### src/rtl/leds7_cmd_encoder_pkg.sv
// ============================================================================
// Module : Leds_7_pkg
// Brief  : Shared constants, encoder state type and header helper for the
//          7-segment command encoder.
// Rev    : 1.0 - initial release
// ============================================================================
`default_nettype none

package Leds_7_pkg;

    localparam int         NUM_LEDS     = 4;
    localparam int         IDX_W        = $clog2(NUM_LEDS);
    localparam logic [7:0] LED_HDR_BASE = 8'hF0;

    typedef enum logic [1:0] {
        ST_IDLE      = 2'd0,
        ST_SEND_NUMB = 2'd1,
        ST_SEND_DATA = 2'd2
    } enc_state_t;

    function automatic logic [7:0] hdr_byte(input logic [IDX_W-1:0] idx);
        return LED_HDR_BASE + {{(8-IDX_W){1'b0}}, idx};
    endfunction

endpackage

`default_nettype wire

### src/rtl/leds7_cmd_encoder_if.sv
// ============================================================================
// Module : leds7_cmd_encoder_if
// Brief  : Byte-stream valid/ready link from the encoder to a UART transmitter.
// Rev    : 1.0 - initial release
// ============================================================================
`default_nettype none

interface leds7_cmd_encoder_if;

    logic [7:0] uart_tx_data;
    logic       uart_tx_valid;
    logic       uart_tx_ready;

    modport master (
        output uart_tx_data,
        output uart_tx_valid,
        input  uart_tx_ready
    );

    modport slave (
        input  uart_tx_data,
        input  uart_tx_valid,
        output uart_tx_ready
    );

endinterface

`default_nettype wire

### src/rtl/leds7_cmd_encoder_rr_arbiter.sv
// ============================================================================
// Module : leds7_rr_arbiter
// Brief  : Round-robin arbiter over the digit requests; the search starts one
//          past the last accepted grant.
// Rev    : 1.0 - initial release
// ============================================================================
`default_nettype none

module leds7_rr_arbiter
    import Leds_7_pkg::*;
(
    input  wire logic                 clk,
    input  wire logic                 resetn,
    input  wire logic [NUM_LEDS-1:0]  i_req,
    input  wire logic                 i_accept,
    output logic      [NUM_LEDS-1:0]  o_grant,
    output logic      [IDX_W-1:0]     o_grant_idx
);

    logic [IDX_W-1:0] r_ptr;
    logic [IDX_W-1:0] w_cand;
    logic [IDX_W-1:0] w_idx;
    logic             w_found;

    always_comb begin
        w_cand  = r_ptr;
        w_idx   = r_ptr;
        w_found = 1'b0;
        o_grant = '0;
        for (int k = 0; k < NUM_LEDS; k++) begin
            w_cand = r_ptr + IDX_W'(k);
            if (!w_found && i_req[w_cand]) begin
                w_found = 1'b1;
                w_idx   = w_cand;
            end
        end
        o_grant[w_idx] = w_found;
        o_grant_idx    = w_idx;
    end

    always_ff @(posedge clk or negedge resetn) begin
        if (!resetn) begin
            r_ptr <= '0;
        end else if (i_accept) begin
            r_ptr <= w_idx + IDX_W'(1);
        end
    end

endmodule

`default_nettype wire

### src/rtl/leds7_cmd_encoder.sv
// ============================================================================
// Module : leds7_cmd_encoder
// Brief  : Turns per-digit update strobes into header/data byte pairs for a
//          UART. Optional periodic full refresh with LEDS7_CMD_PERIODIC_EN.
// Rev    : 1.0 - initial release
// ============================================================================
`default_nettype none

module leds7_cmd_encoder
    import Leds_7_pkg::*;
#(
    parameter int REFRESH_PERIOD = 50_000_000
) (
    input  wire logic                          clk,
    input  wire logic                          resetn,
    input  wire logic [NUM_LEDS-1:0][3:0]      digit_data,
    input  wire logic [NUM_LEDS-1:0]           digit_update,
    leds7_cmd_encoder_if.master                tx,
    output logic                               busy
);

    enc_state_t                 r_state;
    enc_state_t                 w_next_state;
    logic [NUM_LEDS-1:0]        r_pending;
    logic [NUM_LEDS-1:0][3:0]   r_shadow;
    logic [IDX_W-1:0]           r_tx_idx;
    logic [3:0]                 r_tx_val;
    logic [NUM_LEDS-1:0]        w_grant;
    logic [IDX_W-1:0]           w_grant_idx;
    logic                       w_accept;
    logic                       w_refresh;

    assign w_accept = (r_state == ST_IDLE) && (|r_pending);
    assign busy     = (|r_pending) || (r_state != ST_IDLE);

    leds7_rr_arbiter u_arb (
        .clk         (clk),
        .resetn      (resetn),
        .i_req       (r_pending),
        .i_accept    (w_accept),
        .o_grant     (w_grant),
        .o_grant_idx (w_grant_idx)
    );

`ifdef LEDS7_CMD_PERIODIC_EN
    localparam int c_cnt_w = (REFRESH_PERIOD > 1) ? $clog2(REFRESH_PERIOD) : 1;
    logic [c_cnt_w-1:0] r_refresh_cnt;

    assign w_refresh = (r_refresh_cnt == c_cnt_w'(REFRESH_PERIOD - 1));

    always_ff @(posedge clk or negedge resetn) begin
        if (!resetn) begin
            r_refresh_cnt <= '0;
        end else if (w_refresh) begin
            r_refresh_cnt <= '0;
        end else begin
            r_refresh_cnt <= r_refresh_cnt + c_cnt_w'(1);
        end
    end
`else
    // Refresh disabled; the parameter only matters in the periodic build.
    assign w_refresh = 1'b0 && (REFRESH_PERIOD != 0);
`endif

    // A new strobe (or refresh) outranks the clear from the grant in the same cycle.
    always_ff @(posedge clk or negedge resetn) begin
        if (!resetn) begin
            r_pending <= '0;
            r_shadow  <= '0;
        end else begin
            for (int i = 0; i < NUM_LEDS; i++) begin
                if (digit_update[i]) begin
                    r_shadow[i]  <= digit_data[i];
                    r_pending[i] <= 1'b1;
                end else if (w_refresh) begin
                    r_pending[i] <= 1'b1;
                end else if (w_accept && w_grant[i]) begin
                    r_pending[i] <= 1'b0;
                end
            end
        end
    end

    always_ff @(posedge clk or negedge resetn) begin
        if (!resetn) begin
            r_tx_idx <= '0;
            r_tx_val <= '0;
        end else if (w_accept) begin
            r_tx_idx <= w_grant_idx;
            r_tx_val <= r_shadow[w_grant_idx];
        end
    end

    always_ff @(posedge clk or negedge resetn) begin
        if (!resetn) begin
            r_state <= ST_IDLE;
        end else begin
            r_state <= w_next_state;
        end
    end

    always_comb begin
        w_next_state = r_state;
        case (r_state)
            ST_IDLE:      if (|r_pending)        w_next_state = ST_SEND_NUMB;
            ST_SEND_NUMB: if (tx.uart_tx_ready)  w_next_state = ST_SEND_DATA;
            ST_SEND_DATA: if (tx.uart_tx_ready)  w_next_state = ST_IDLE;
            default:                             w_next_state = ST_IDLE;
        endcase
    end

    always_comb begin
        tx.uart_tx_valid = 1'b0;
        tx.uart_tx_data  = 8'h00;
        case (r_state)
            ST_SEND_NUMB: begin
                tx.uart_tx_valid = 1'b1;
                tx.uart_tx_data  = hdr_byte(r_tx_idx);
            end
            ST_SEND_DATA: begin
                tx.uart_tx_valid = 1'b1;
                tx.uart_tx_data  = {4'h0, r_tx_val};
            end
            default: begin
                tx.uart_tx_valid = 1'b0;
                tx.uart_tx_data  = 8'h00;
            end
        endcase
    end

endmodule

`default_nettype wire
### src/flat_wrapper.sv
// flat-port wrapper written by rule: the top's interface ports become plain ports
module leds7_cmd_encoder_flat import Leds_7_pkg::*;
#(
    parameter int REFRESH_PERIOD = 50_000_000
)
  (clk, resetn, digit_data, digit_update, busy, tx_uart_tx_data, tx_uart_tx_valid, tx_uart_tx_ready);
  leds7_cmd_encoder_if tx_i ();
  input  wire logic clk;
  input  wire logic resetn;
  input  wire logic [NUM_LEDS-1:0][3:0] digit_data;
  input  wire logic [NUM_LEDS-1:0] digit_update;
  output logic busy;
  output wire logic [$bits(tx_i.uart_tx_data)-1:0] tx_uart_tx_data;
  output wire logic [$bits(tx_i.uart_tx_valid)-1:0] tx_uart_tx_valid;
  input wire logic [$bits(tx_i.uart_tx_ready)-1:0] tx_uart_tx_ready;
  assign tx_uart_tx_data = tx_i.uart_tx_data;
  assign tx_uart_tx_valid = tx_i.uart_tx_valid;
  assign tx_i.uart_tx_ready = tx_uart_tx_ready;
  leds7_cmd_encoder #(.REFRESH_PERIOD(REFRESH_PERIOD)) u_core (.clk(clk), .resetn(resetn), .digit_data(digit_data), .digit_update(digit_update), .tx(tx_i), .busy(busy));
endmodule
### config.mk
export PLATFORM = sky130hd
export DESIGN_NAME = leds7_cmd_encoder_flat
export DESIGN_NICKNAME = d
export VERILOG_FILES = /design/src/rtl/leds7_cmd_encoder_pkg.sv /design/src/rtl/leds7_cmd_encoder_if.sv /design/src/rtl/leds7_cmd_encoder_rr_arbiter.sv /design/src/rtl/leds7_cmd_encoder.sv /design/src/flat_wrapper.sv
export SDC_FILE = /design/constraint.sdc
export NUM_CORES = 1
export LEC_CHECK = 0
export ABC_AREA = 1
export BUFFER_PORTS_ARGS = -buffer_cell sky130_fd_sc_hd__buf_2
export CAP_MARGIN = 20
export CORE_AREA = 2 2 61 63
export CTS_BUF_LIST = sky130_fd_sc_hd__clkbuf_4
export CTS_CLUSTER_SIZE = 8
export DETAILED_ROUTE_END_ITERATION = 12
export DIE_AREA = 0 0 63 65
export GPL_TIMING_DRIVEN = 0
export HOLD_SLACK_MARGIN = 0.03
export PLACE_DENSITY = 0.8
export SLEW_MARGIN = 0
export SYNTH_ARGS = -nofsm -noshare
export SYNTH_HDL_FRONTEND = slang
export SYNTH_HIERARCHICAL = 1
export SYNTH_SLANG_ARGS = --single-unit
### constraint.sdc
create_clock -name clk -period 2.1 [get_ports clk]
set_input_delay 0.21 -clock clk [delete_from_list [all_inputs] [get_ports clk]]
set_output_delay 0.21 -clock clk [all_outputs]
set_load 0.02 [all_outputs]
# Yosys cells after proc, flatten, opt, wreduce, memory -nomap -nowiden
# Index checks and enable logic that the tools add are counted.
# word_totals
wordCells	84
in_bits	23
output_inout_bits	10
register_bits	30
# op_classes
n_reduce_logical	22
eq_ne	5
n_mux	33
n_addsub	5
bitwise	1
n_lt_le_gt_ge	6
# op_table
cell	n
$mux 1	18
$pmux 8 s2	1
$lt 2x3->1 const B	5
$mux 2	6
$reduce_bool 2->1	5
$logic_and 1x1->1	9
$bmux 1 s2	4
$bmux 4 s2	1
$add 5x3->6 const A	1
$ne 2x2->1 const B	3
$pmux 2 s3	1
$add 2x1->2 const B	2
$add 2x2->2 const B	2
$and 4x4->4	1
$mux 4	1
$reduce_or 4->1	1
$logic_not 1->1	3
$reduce_and 3->1	1
$demux 1 s2	1
$eq 2x1->1 const B	1
$eq 2x2->1 const B	1
$ge 2x1->1 const B	1
$logic_not 2->1	1
$reduce_or 2->1	1
$logic_or 1x1->1	1

# Longest topological paths before layout
# depth
ltp_word	20
depth_mapped	18

# Hierarchy
# The synthesis kept the hierarchy.
# modules_own_cells
module	instances	cells_each	area_per_inst_um2	seq_area_each_um2
leds7_cmd_encoder	1	180	1403.8	700.7
leds7_rr_arbiter	1	94	513.0	50.0

# Worst setup path before layout
# Ideal clock, no wire load.
# synth_timing
path_type	register -> register
start	register u_core.u_arb.r_ptr[0]
end	register u_core.r_pending[2]
slack_ns	0.281
t_arrival_ns	1.702
n_path_buf	1
stages_incl_launch_ff	17
setup_time_ns	0.117
path_cell_list	dfrtp_1 > buf_6 > nand2_1 > nand3_1 > nand2_2 > nand2_2 > nand2_1 > nand2_1 > nand2_1 > nand3_1 > nand2_1 > ha_1 > inv_1 > nor2_1 > nand3_1 > nand2_1 > nand2_1
# synth_between
elab_chain_cells	19
word_cells_on_any_way	32
# synth_rtl
element	line_no	text
start, declared	leds7_cmd_encoder_rr_arbiter.sv:20	logic [IDX_W-1:0] r_ptr;
start signal, assigned	leds7_cmd_encoder_rr_arbiter.sv:45	r_ptr <= w_idx + IDX_W'(1);
parallel branches: the longest is 11 deep, another holds $add 2x1->2	-	
$mux 2 *	leds7_cmd_encoder_rr_arbiter.sv:32	if (!w_found && i_req[w_cand]) begin
via u_core.w_grant_idx[1]	leds7_cmd_encoder.sv:29	logic [IDX_W-1:0] w_grant_idx;
$lt 2x3->1 (implied by the code) / $ge 2x1->1 (equally long branches)	leds7_cmd_encoder_rr_arbiter.sv:37	o_grant[w_idx] = w_found;
$logic_and 1x1->1 (implied by the code)	leds7_cmd_encoder_rr_arbiter.sv:37	
$mux 1 (implied by the code)	leds7_cmd_encoder_rr_arbiter.sv:37	
$demux 1 s2 *	leds7_cmd_encoder_rr_arbiter.sv:37	
$and 4x4->4 (no source line) *	-	
via u_core.w_grant[2]	leds7_cmd_encoder.sv:28	logic [NUM_LEDS-1:0] w_grant;
$logic_and 1x1->1 *	leds7_cmd_encoder.sv:77	end else if (w_accept && w_grant[i]) begin
$reduce_bool 2->1 (no source line) *	-	
end signal, assigned by index	leds7_cmd_encoder.sv:74	r_pending[i] <= 1'b1;
end signal, assigned by index	leds7_cmd_encoder.sv:76	r_pending[i] <= 1'b1;
end signal, assigned by index	leds7_cmd_encoder.sv:78	r_pending[i] <= 1'b0;
end, declared	leds7_cmd_encoder.sv:24	logic [NUM_LEDS-1:0] r_pending;
# Mark *: on every way through the listed nets, which the timed path passes. The select of a mux whose other input is x is not followed.
# A chain may end at the register's enable or synchronous reset.

# Worst setup path after layout
# layout_timing
start	register u_core.u_arb.r_ptr[0]
end	register u_core.r_pending[1]
# layout_between
elab_chain_cells	19
word_cells_on_any_way	32
# layout_rtl
element	line_no
parallel branches: the longest is 16 deep, another holds $lt 2x3->1	-
$and 4x4->4 (no source line) *	-
via u_core.w_grant[1]	leds7_cmd_encoder.sv:28
$logic_and 1x1->1 *	leds7_cmd_encoder.sv:77
$reduce_bool 2->1 (no source line) *	-
# Marked as above.

==> impl_metrics.json <==
{
  "run_status": "finished clean",
  "antennaDiodeCount": 0,
  "final.period_utilization_pct": 96.30,
  "most_frequent_cells_in_the_layout": "104 x sky130_fd_sc_hd__nand2_1, 35 x sky130_fd_sc_hd__inv_1, 28 x sky130_fd_sc_hd__buf_2, 28 x sky130_fd_sc_hd__dfrtp_1, 19 x sky130_fd_sc_hd__o21ai_0",
  "globalplace.congestion": 0.8373,
  "grt_use_total_pct": 20.92,
  "cts_root_buffer": "sky130_fd_sc_hd__clkbuf_4",
  "yosysWarnings": 6,
  "skew_ps": 8.985,
  "synth_seq_area_share_pct": 39.16,
  "timing_worst_slew_pin_value_ps": 644.1,
  "numCtsBuffers": 5,
  "postRouteWirelength_um": 4146,
  "route.detailed.drc": 0,
  "starting_utilization_of_the_core_area_pct": 54.83,
  "clock_pin_slew_of_the_registers_on_the_worst_case_setup_and_hold_paths_ps": 90,
  "final_common_cell": "sky130_fd_sc_hd__nand2_1",
  "drt-wirelength-per-cell_um": 11.24,
  "final-instance-count-excl-fill": 369,
  "finalSetupViolations": 0,
  "clock_period_minus_worst_slack_ps": 2022,
  "mappedNetlistNets": 306,
  "die_height_um": 65,
  "path_buf_inv": 2,
  "timing.critical_path.max_delay_family": "simple AND/OR/NAND/NOR gates",
  "timing.final.ws_setup_ps": 77.66,
  "post-place-cells": 350,
  "grt_max_degree": 31,
  "clock_latency_ps": 330,
  "fmaxAchievable_ghz": 0.4945,
  "post_synth.cell_area_avg_um2": 6.996,
  "synthesis.instances": 274,
  "post-route-cell-area_mm2": 0.002370,
  "dpl_cell_area_mm2": 0.002117,
  "tritoncts_num_sinks": 30,
  "share_of_layout_cells_above_drive_strength_1_pct": 28.97,
  "design.core.area_mm2": 0.003496,
  "power_density_mw_per_mm2": 1783,
  "power.ir.vdd_worst_mv": 0.7242,
  "yosys_register_bits": 30,
  "slew_headroom_pct": 57.06,
  "antenna_found_initial": 0,
  "setup.worst_path.end_class": "flip-flop",
  "critPathLaunchType": "flip-flop",
  "antenna_left": 0,
  "hold_slack_ps": 83.70,
  "dpl_worst_slack_ps": -19.69,
  "route.vias.total": 1802,
  "routed_via_density": 4.883,
  "timing.max_cap.violations": 0,
  "critPathMostFrequentCell": "sky130_fd_sc_hd__nand2_1",
  "synth_area_leaders": "sky130_fd_sc_hd__dfrtp_1 39%, sky130_fd_sc_hd__nand2_1 22%, sky130_fd_sc_hd__inv_1 7.0%",
  "grt_pass1_wl_um": 6755,
  "gr-total-overflow": 0,
  "slew_viol_final": 0,
  "floorplan.die_area_mm2": 0.004095,
  "critical_path.max_stage_delay_ps": 450,
  "timing.critical_path.slowest_stage_cell": "sky130_fd_sc_hd__dfrtp_2",
  "sequence_of_cells_on_the_critical_path": "buf_6 > nand2_2 > nand2_1 > nand2_1 > nand2_1 > nor2_4 > nand4_1 > nand2_1 > nand2_1 > nand2_2 > ha_1 > inv_1 > nor2_1 > nand3_1 > nand2_1 > nand2_1",
  "boundaryPins": 33,
  "total_leakage_power_nw": 1.343,
  "yosys.cell_types.count": 22,
  "placement_rows": 22,
  "dieWidth_um": 63,
  "area_growth_pct": 23.63,
  "critical_path_type": "flip-flop to flip-flop",
  "cts_tree": "yes",
  "drt_iter0_markers": 169,
  "post_synth_instance_area_mm2": 0.001917,
  "worst-path-max-fanout": 5,
  "nFillCells": 302,
  "first_pass_detailed_route_iteration_total": 4,
  "yosysTopAreaCellShare_pct": 39.16,
  "hold_viol_final": 0,
  "cts.path.max_buffers": 2,
  "portBuffers": 28,
  "hold_path_class": "input port to flip-flop",
  "cts_htree_levels": 2,
  "vias_in_the_first_global_route": 1587,
  "place.detailed.hpwl_um": 2784,
  "yosys_top_cell_by_area": "sky130_fd_sc_hd__dfrtp_1",
  "worst-endpoint-arrival_ps": 2240,
  "final_nets": 352,
  "cp_data_required_time_ps": 2320
}
[worst reg2reg max path, stage by stage (launching register included)]
cell and delay [ps]:
sky130_fd_sc_hd__dfrtp_2 450, sky130_fd_sc_hd__buf_6 140, sky130_fd_sc_hd__nand2_2 100, sky130_fd_sc_hd__nand2_1 70, sky130_fd_sc_hd__nand2_1 50, sky130_fd_sc_hd__nand2_1 100
sky130_fd_sc_hd__nor2_4 140, sky130_fd_sc_hd__nand4_1 140, sky130_fd_sc_hd__nand2_1 110, sky130_fd_sc_hd__nand2_1 70, sky130_fd_sc_hd__nand2_2 70, sky130_fd_sc_hd__ha_1 140
sky130_fd_sc_hd__inv_1 40, sky130_fd_sc_hd__nor2_1 90, sky130_fd_sc_hd__nand3_1 80, sky130_fd_sc_hd__nand2_1 80, sky130_fd_sc_hd__nand2_1 50
[worst paths after layout]
path / startpoint / endpoint / slack [ps] / cells after the start
worst max-delay path: u_core/u_arb/r_ptr[0] / u_core/r_pending[1] / 80 / 16
worst min-delay path: digit_data[9] / u_core/r_shadow[9] / 80 / 3
worst max register to register: u_core/u_arb/r_ptr[0] / u_core/r_pending[1] / 80 / 16
worst min register to register: u_core/r_tx_val[3] / u_core/r_tx_val[3] / 500 / 2
max in group asynchronous: resetn / u_core/u_arb/r_ptr[1] / 1200 / 2
min in group asynchronous: resetn / u_core/r_state[1] / 430 / 2
[final cells by class]
class | instances | area (um2) | share of cell area, %
multi-input combinational | 194 | 1012 | 42.71
sequential | 30 | 753.2 | 31.78
timing repair buffer | 39 | 229.0 | 9.662
inverter | 40 | 165.2 | 6.969
buffer | 10 | 67.56 | 2.851
tap | 48 | 60.06 | 2.534
clock buffer | 7 | 52.55 | 2.218
clock inverter | 1 | 30.03 | 1.267
[per-stage QoR]
step	power (mW)	TNS, ps	utilization (%)
after floorplan	2.750	0	-
after global placement	3.182	0	60.56
after detailed placement	3.219	-19.69	60.56
after CTS	3.719	0	63.28
after global routing	4.654	-262.5	67.79
final	4.225	0	67.79
[metal layers]
layer	track usage (%)	vias up	wire [um]
met2	36.70	57	2055
met1	25.72	806	1785
met5	0	-	0
met3	3.819	10	203
li1	-	929	-
met4	7.500	0	102
[cell families (layout without fill, tap and decap cells)]
family / after synthesis / after routing / synth area share, %
simple gates: 163 / 163 / 37.79
buf+inv: 50 / 97 / 11.29
flops: 30 / 30 / 39.16
compound gates: 22 / 22 / 5.875
fa+ha+maj: 9 / 9 / 5.875
[state kept, by name, indices dropped and copies added (netlist names)]
name	cells
u_core/r_shadow	16
u_core/r_pending	4
u_core/r_tx_val	4
u_core/r_state	2
u_core/r_tx_idx	2
u_core/u_arb/r_ptr	2
[what timing repair did]
item / in CTS / in global routing
hold buffers: 1 / 0
setup endpoints to repair: 2 / 10
pin swaps: 0 / 6
buffers inserted: 0 / 9
cloned: 0 / 1
endpoints found under the hold margin: 30 / 0
resized for setup: 1 / 27
[Yosys cell counts, drive strengths merged]
cell / number
o21ai: 19
nor2: 10
ha: 9
nand3: 22
o21bai: 1
buf: 6
a21oi: 2
clkbuf: 4
nand2: 126
dfrtp: 30
nand4: 4
inv: 40
or2: 1
[power breakdown]
part / total, mW / internal (mW) / switching (mW)
logic: 2.84 / 1.09 / 1.76
clock network: 0.472 / 0.278 / 0.194
registers: 0.908 / 0.749 / 0.159
Power figures use the tool's default switching activity.
